<file path="config.mk">
export PLATFORM = sky130hd
export DESIGN_NAME = tx_sched
export DESIGN_NICKNAME = d
export VERILOG_FILES = /design/src/rtl/tx_sched.sv
export SDC_FILE = /design/constraint.sdc
export NUM_CORES = 1
export LEC_CHECK = 0
export BUFFER_PORTS_ARGS = -buffer_cell sky130_fd_sc_hd__buf_4
export CAP_MARGIN = 5
export CORE_ASPECT_RATIO = 2
export CORE_MARGIN = 2
export CORE_UTILIZATION = 45
export CTS_BUF_LIST = sky130_fd_sc_hd__clkbuf_4 sky130_fd_sc_hd__clkbuf_8
export DETAILED_ROUTE_END_ITERATION = 16
export GPL_TIMING_DRIVEN = 0
export PLACE_DENSITY = 0.78
export SYNTH_ARGS = -nofsm -noshare
export SYNTH_HDL_FRONTEND = slang
export SYNTH_SLANG_ARGS = --single-unit
</file>
<file path="constraint.sdc">
create_clock -name clk -period 3 [get_ports clk]
set_clock_uncertainty 0.15 [all_clocks]
set_input_delay 0.3 -clock clk [delete_from_list [all_inputs] [get_ports clk]]
set_output_delay 0.3 -clock clk [all_outputs]
set_load 0.01 [all_outputs]
</file>
<file path="src/rtl/tx_sched.sv">
// Round-robin scheduler that shares one serial transmitter among NUM_REQ requesters.
// Latency: winner is registered on the cycle after req is seen in IDLE, launch strobe follows from the LAUNCH state.
// Backpressure: req is held until ack; tx_busy paces the transfer; a fixed GAP follows every packet.
module tx_sched #(
  parameter int NUM_REQ      = 4,
  parameter int PKT_LENGTH   = 32,
  parameter int GAP_CYCLES   = 16,
  parameter int BUSY_TIMEOUT = 8
) (
  input  logic                          clk,
  input  logic                          rst_n,
  input  logic [NUM_REQ-1:0]            req,
  input  logic [NUM_REQ*PKT_LENGTH-1:0] req_data,
  output logic [NUM_REQ-1:0]            ack,
  output logic                          err,
  output logic [PKT_LENGTH-1:0]         tx_data,
  output logic                          tx_new_data,
  input  logic                          tx_busy,
  output logic [$clog2(NUM_REQ)-1:0]    grant_id,
  output logic                          active
);

  localparam int IDW = $clog2(NUM_REQ);
  localparam int TMW = (BUSY_TIMEOUT > 1) ? $clog2(BUSY_TIMEOUT) : 1;
  localparam int GPW = 16;

  // Last value of each counter before the state moves on.
  localparam logic [TMW-1:0] TMO_LAST = TMW'(BUSY_TIMEOUT - 1);
  localparam logic [GPW-1:0] GAP_LOAD = GPW'(GAP_CYCLES - 1);
  localparam logic [IDW-1:0] LAST_ID  = IDW'(NUM_REQ - 1);
  localparam logic [IDW:0]   NUM_EXT  = (IDW+1)'(NUM_REQ);

  typedef enum logic [2:0] {
    S_IDLE      = 3'd0,
    S_LAUNCH    = 3'd1,
    S_WAIT_BUSY = 3'd2,
    S_WAIT_DONE = 3'd3,
    S_GAP       = 3'd4
  } state_t;

  state_t                  state_q;
  logic [IDW-1:0]          rr_q;
  logic [IDW-1:0]          grant_q;
  logic [PKT_LENGTH-1:0]   tx_data_q;
  logic                    tx_new_q;
  logic [NUM_REQ-1:0]      ack_q;
  logic                    err_q;
  logic                    active_q;
  logic [TMW-1:0]          tmo_q;
  logic [GPW-1:0]          gap_q;

  logic                    win_vld_d;
  logic [IDW-1:0]          win_idx_d;
  logic [IDW:0]            cand_d;
  logic [PKT_LENGTH-1:0]   win_dat_d;
  logic [IDW-1:0]          rr_next_d;

  // Round-robin pick: walk downward from the farthest candidate so the one nearest rr_q is kept last.
  always_comb begin
    win_vld_d = 1'b0;
    win_idx_d = '0;
    cand_d    = '0;
    for (int k = NUM_REQ - 1; k >= 0; k--) begin
      cand_d = {1'b0, rr_q} + (IDW+1)'(k);
      if (cand_d >= NUM_EXT) begin
        cand_d = cand_d - NUM_EXT;
      end
      if (req[cand_d[IDW-1:0]]) begin
        win_vld_d = 1'b1;
        win_idx_d = cand_d[IDW-1:0];
      end
    end
  end

  assign win_dat_d = req_data[win_idx_d*PKT_LENGTH +: PKT_LENGTH];

  // Pointer moves just past the requester that completed, wrapping at the top.
  assign rr_next_d = (grant_q == LAST_ID) ? '0 : grant_q + 1'b1;

  // Scheduler FSM; every output is a register updated alongside the state.
  always_ff @(posedge clk or negedge rst_n) begin
    if (!rst_n) begin
      state_q   <= S_IDLE;
      rr_q      <= '0;
      grant_q   <= '0;
      tx_data_q <= '0;
      tx_new_q  <= 1'b0;
      ack_q     <= '0;
      err_q     <= 1'b0;
      active_q  <= 1'b0;
      tmo_q     <= '0;
      gap_q     <= '0;
    end else begin
      // ack and err are single-cycle pulses.
      ack_q <= '0;
      err_q <= 1'b0;
      case (state_q)
        S_IDLE: begin
          if (win_vld_d) begin
            tx_data_q <= win_dat_d;
            grant_q   <= win_idx_d;
            tx_new_q  <= 1'b1;
            active_q  <= 1'b1;
            state_q   <= S_LAUNCH;
          end
        end
        S_LAUNCH: begin
          tx_new_q <= 1'b0;
          tmo_q    <= '0;
          state_q  <= S_WAIT_BUSY;
        end
        S_WAIT_BUSY: begin
          if (tx_busy) begin
            state_q <= S_WAIT_DONE;
          end else if (tmo_q == TMO_LAST) begin
            // Transmitter never picked the packet up: flag it, leave rr_q so the same requester retries.
            err_q   <= 1'b1;
            gap_q   <= GAP_LOAD;
            state_q <= S_GAP;
          end else begin
            tmo_q <= tmo_q + 1'b1;
          end
        end
        S_WAIT_DONE: begin
          if (!tx_busy) begin
            ack_q[grant_q] <= 1'b1;
            rr_q           <= rr_next_d;
            gap_q          <= GAP_LOAD;
            state_q        <= S_GAP;
          end
        end
        S_GAP: begin
          if (gap_q == '0) begin
            active_q <= 1'b0;
            state_q  <= S_IDLE;
          end else begin
            gap_q <= gap_q - 1'b1;
          end
        end
        default: begin
          state_q  <= S_IDLE;
          tx_new_q <= 1'b0;
          active_q <= 1'b0;
          tmo_q    <= '0;
          gap_q    <= '0;
        end
      endcase
    end
  end

  assign ack         = ack_q;
  assign err         = err_q;
  assign tx_data     = tx_data_q;
  assign tx_new_data = tx_new_q;
  assign grant_id    = grant_q;
  assign active      = active_q;

  // Launch strobe only ever accompanies the LAUNCH state.
  a_new_only_launch: assert property (@(posedge clk) disable iff (!rst_n)
    tx_new_data |-> (state_q == S_LAUNCH));

  // At most one requester is acknowledged, and never together with a timeout.
  a_ack_onehot: assert property (@(posedge clk) disable iff (!rst_n)
    $onehot0(ack) && !(err && (ack != '0)));

endmodule

</file>
# After elaboration in Yosys (flattened, before gate mapping)
# Cells that the tools add are included.
# word_totals
regBits	65
in_bits	135
output_inout_bits	41
# classes
addsub	10
magnitude_cmp	10
eq_ne	14
n_shift	1
muxes	46
n_bitwise	5
n_reduce_logical	14
# ops
operator	count
variable part select 128 x 8 -> 32 bit	1
2-to-1 mux 16 bit	4
one-hot mux 16 bit (4 select lines)	1
2-to-1 mux 3 bit	7
2-to-1 mux 2 bit	9
zero test 16 bit	1
subtractor 16 x 1 -> 16 bit (second input constant)	1
less-than comparator 2 x 3 -> 1 bit (second input constant)	5
one-hot mux 3 bit (5 select lines)	1
2-to-1 mux 1 bit	14
!= test 2 bit (second input constant)	7
greater-or-equal comparator 3 bit (second input constant)	3
OR reduction 3 bit	3
binary-select mux 1 bit (select 2 bit)	4
2-to-1 mux 4 bit	2
subtractor 2 x 1 -> 2 bit (second input constant)	4
adder 2 x 2 -> 3 bit (second input constant)	2
equality test 3 x 2 -> 1 bit (second input constant)	2
equality test 3 bit (second input constant)	2
one-hot mux 3 bit (2 select lines)	1
AND reduction 2 bit	3
AND reduction 3 bit	2
NOT 1 bit	5
AND reduction 5 bit	1
other kinds (15)	15

# Logic depth before layout (Yosys ltp)
# logic_depth
word_depth	11
depth_mapped	8

# Worst setup path after synthesis
# No wires, ideal clock.
# synth_path
path_kind	register to register
start	reg gap_q[0]
end	reg gap_q[12]
setup_ps	78
arrival_time_ps	2134
path_slack_ps	637
path_stages_with_launch	8
n_path_buf	0
cell_sequence	dfrtp_1 > inv_1 > ha_1 > nor3b_1 > nand2_1 > or4b_4 > or4_1 > a21oi_1
# synth_via
elab_chain_cells	3
elab_cells_between_ends	6
classes_between	1 x add/sub; 1 x eq/ne; 2 x mux; 2 x reduce/logical
# synth_lines
item	line	source
start: declaration	50	logic [GPW-1:0] gap_q;
start signal: assignment	137	gap_q <= gap_q - 1'b1;
subtractor 16 x 1 -> 16 bit or zero test 16 bit (tied branches)	137, 133	
2-to-1 mux 16 bit or != test 2 bit (tied branches)	n/a	
one-hot mux 16 bit (4 select lines) or AND reduction 5 bit (tied branches)	n/a	
# Parallel ways exist; a longest one is shown, timed or not. The select of a mux whose other input is x is not followed.
# A chain may end at the register's enable or synchronous reset.

# Worst setup path after layout
# Ends and elaborated chain as after synthesis.

==> tab_implementation.tex <==
\begin{tabular}{lr}
\hline
Metric & Value \\
\hline
\multicolumn{2}{l}{\textbf{Die}} \\
Die height & 134 um \\
Width of the die & 69.2 um \\
Effective utilization at floorplan & 0.461 \\
Core outline area & 0.00829 mm\^{}2 \\
Site row count & 47 \\
Area enclosed by the die boundary & 0.00930 mm\^{}2 \\
Top-Level Pins & 176 \\
\multicolumn{2}{l}{\textbf{Setup path}} \\
CP Data Arrival Time & approximately 2.9 ns \\
Start-to-end type of the worst setup path & flip-flop to flip-flop \\
Crit-path max FO & 5 \\
Reg-to-reg startpoint & gap\_q[0]\$\_DFFE\_PN0P\_ \\
Worst EP required & roughly 3.1 ns \\
Type of destination of the critical path & flip-flop \\
Crit path from & gap\_q[0]\$\_DFFE\_PN0P\_ \\
Register-to-register setup slack & 0.28 ns \\
Critical Path Start Type & flip-flop \\
\multicolumn{2}{l}{\textbf{Logic synthesis}} \\
Synth Net Count & 535 \\
Synth area leaders & sky130\_fd\_sc\_hd\_\_dfrtp\_1, sky130\_fd\_sc\_hd\_\_mux2i\_1, sky130\_fd\_sc\_hd\_\_a221oi\_1 \\
Total standard cell area after synthesis & 0.00383 mm\^{}2 \\
Sequential area share after synthesis & 0.425 \\
Fraction of registers with async set or reset after synthesis & 1.00 \\
Post-synthesis register bit count & 65 \\
Number of standard cells after synthesis & 393 \\
Portion of netlist area occupied by mux cells & 0.100 \\
Synthesized-area fraction occupied by and/or/nand/nor cells & 0.182 \\
Post-synth EDFFs & 0 \\
Yosys synthesis warning count & 0 \\
Post-Synth Adder-Cell Area & 0.0229 \\
Syn\_area\_per\_cell & approximately 10 um\^{}2 \\
Compound-Gate Fraction of Synth Area & 0.219 \\
Number of different library cells in the post-synthesis netlist & 50 \\
Xor and xnor fraction of the mapped netlist area & 0.0114 \\
Largest area contributor in the netlist & sky130\_fd\_sc\_hd\_\_dfrtp\_1 \\
Fraction of synthesized cell area taken by the top area cell type & 0.425 \\
Combinational family with the most area after synthesis & compound AO/OA/AOI/OAI gates \\
Dominant register cell in the synthesized netlist & sky130\_fd\_sc\_hd\_\_dfrtp\_1 \\
\multicolumn{2}{l}{\textbf{Place}} \\
Setup slack at placement & 0.115 ns \\
Weighted congestion at the end of routability-driven global placement & 0.899 \\
Post-placement cell area & between 0.005 and 0.006 mm\^{}2 \\
Estimated wirelength of the detail-placed design & just under 10 mm \\
Cell count after placement & 666 \\
Count of buffers from port buffering & 175 \\
\multicolumn{2}{l}{\textbf{Worst hold path}} \\
Hold Startpoint & tx\_busy \\
Worst hold path class & input pin to flip-flop \\
\multicolumn{2}{l}{\textbf{Layout}} \\
Number of nets in the finished design & 722 \\
Area growth, synth to finish & 43.5\% \\
Combined flip-flop and latch cell area & 0.00163 mm\^{}2 \\
Antenna cell count & 0 \\
Number of fill cells & 710 \\
Combined area of the multi-input logic cells & between 0.002 and 0.0025 mm\^{}2 \\
Most common cell after layout, fill and taps aside & sky130\_fd\_sc\_hd\_\_buf\_4 \\
Design area & between 0.005 and 0.006 mm\^{}2 \\
Share of final-layout standard cells stronger than drive strength 1 & 0.356 \\
Share of the core filled with cells in the final layout & 0.662 \\
Final cell count without fillers & 683 \\
Commonest cells after routing, fill and taps aside & sky130\_fd\_sc\_hd\_\_buf\_4, sky130\_fd\_sc\_hd\_\_dfrtp\_1, sky130\_fd\_sc\_hd\_\_nor2\_1 \\
\multicolumn{2}{l}{\textbf{Drt}} \\
Iteration-0 DRC Markers & around 150 \\
Via count normalized by instance count & 5.64 \\
DR pass1 iterations & 6 \\
Final routed wire length divided by cell count & 17.7 um \\
Post-detailed-route count of antenna-violating nets & 0 \\
Total via count after detailed routing & 3,851 \\
Residual DRC count & 0 \\
Final Routed Wirelength & 12.1 mm \\
\multicolumn{2}{l}{\textbf{Clocking}} \\
Number of buffers added by the clock tree synthesis step & 9 \\
Setup fix buffers added after clock tree synthesis & 0 \\
Worst-Skew Late Latency & 0.35 ns \\
Clock root cell & sky130\_fd\_sc\_hd\_\_clkbuf\_8 \\
Clk slew on worst S/H paths & 0.07 ns \\
Clock tree from TritonCTS & yes \\
Maximum buffer depth of the clock tree & 2 \\
\# clock sinks & 65 \\
Number of H-tree branching levels & 3 \\
\multicolumn{2}{l}{\textbf{STA}} \\
Total setup violations reported at the end of the flow & 0 \\
Final-report hold violation count & 0 \\
Hold WS & 0.0406 ns \\
Fmax & 368 MHz \\
Max-slew violation count & 0 \\
Post-route worst setup slack & between 0.2 and 0.3 ns \\
Ratio of final minimum period to clock period & 0.906 \\
Total negative setup slack & 0 ns \\
Max\_slew headroom & 0.439 \\
Final critical delay including setup and external delays & 2.72 ns \\
Actual transition at the worst max-transition pin & $\sim$0.84 ns \\
Setup repair after global routing missed its margin & no \\
\multicolumn{2}{l}{\textbf{Global route}} \\
Overall global routing resource usage & 0.262 \\
GR Overflow Total & 0 \\
First-pass GRT wire length & 19.4 mm \\
Via count of the first global-routing pass & 4,021 \\
Number of antenna violations at the first check in global routing & 0 \\
Pin count of the biggest net entering global routing & 66 \\
\multicolumn{2}{l}{\textbf{Run status}} \\
Run status & finished clean \\
\multicolumn{2}{l}{\textbf{Pwr}} \\
PD cells & $\sim$920 mW/mm\^{}2 \\
Leak pwr & 2.63 nW \\
VDD IR max & 0.506 mV \\
Sum of internal, switching and leakage power & 5.03 mW \\
\multicolumn{2}{l}{\textbf{Flow run}} \\
Maximum capacitance violations & 0 \\
\hline
\end{tabular}
-- state kept, by name (all words and copies together), names as in the netlist --
signal       flops
ack              4
active           1
err              1
gap_q           16
grant_id         2
rr_q             2
state_q          3
tmo_q            3
tx_data         32
tx_new_data      1
-- critical path, stage by stage (launching register included) --
cell                      delay, ns
sky130_fd_sc_hd__dfrtp_1       0.41
sky130_fd_sc_hd__inv_1         0.07
sky130_fd_sc_hd__ha_1          0.18
sky130_fd_sc_hd__nor3b_1       0.50
sky130_fd_sc_hd__nand2_1       0.20
sky130_fd_sc_hd__or4b_4        0.55
sky130_fd_sc_hd__or4_1         0.42
sky130_fd_sc_hd__a21oi_1       0.15
-- metal layers --
layer	share of wire	routed length [um]	track usage	vias up
met5	0	0	0	-
met2	0.56	6790	0.495	145
met3	0.058	702	0.0579	21
met1	0.36	4340	0.271	1832
li1	-	-	-	1853
met4	0.023	277	0.111	0
-- repair_timing --
item | 4_1_cts | 5_1_grt
hold endpoints to repair | 65 | 0
resized for setup | 0 | 1
setup endpoints to repair | 0 | 20
hold buffers | 1 | 0
-- synthesized netlist by cell type, types with 5 or more instances --
master                     count
sky130_fd_sc_hd__a211oi_1     31
sky130_fd_sc_hd__a21oi_1      13
sky130_fd_sc_hd__a221oi_1     32
sky130_fd_sc_hd__and2_1       31
sky130_fd_sc_hd__clkbuf_1     24
sky130_fd_sc_hd__dfrtp_1      65
sky130_fd_sc_hd__ha_1          7
sky130_fd_sc_hd__inv_1         8
sky130_fd_sc_hd__mux2i_1      35
sky130_fd_sc_hd__nand2_1      12
sky130_fd_sc_hd__nor2_1       49
sky130_fd_sc_hd__o21ai_0      12
sky130_fd_sc_hd__or3_1         5
sky130_fd_sc_hd__xor2_1        5
-- report_power, final --
part | switching, mW | internal (mW) | total [mW]
clock network | 0.350 | 0.460 | 0.810
logic | 1.46 | 1.21 | 2.66
registers | 0.295 | 1.26 | 1.55
-- worst paths after layout --
check | end | depth (start not counted)
min in group asynchronous | gap_q[11]$_DFFE_PN0P_ | 2
max in group asynchronous | gap_q[0]$_DFFE_PN0P_ | 2
worst max register to register | gap_q[12]$_DFFE_PN0P_ | 7
worst min register to register | tmo_q[1]$_DFFE_PN0P_ | 1
worst max-delay path | gap_q[12]$_DFFE_PN0P_ | 7
worst min-delay path | err$_DFF_PN0_ | 2
-- final cells by class --
class | count | share of cell area
clock inverter | 7 | 0.0155
sequential | 65 | 0.296
inverter | 8 | 0.00547
tap | 98 | 0.0223
buffer | 29 | 0.0221
clock buffer | 9 | 0.0226
timing repair buffer | 176 | 0.241
multi-input combinational | 291 | 0.375
-- cell families (layout without fill, tap and decap cells) --
family / count (synthesis) / after routing
AND/OR/NAND/NOR: 128 / 128
multiplexers: 38 / 38
AO/OA/AOI/OAI: 113 / 113
XOR/XNOR: 5 / 5
adder cells (fa/ha/maj): 7 / 7
buffers and inverters: 37 / 229
flip-flops: 65 / 65
No activity file was read; power rests on OpenSTA's default activity.
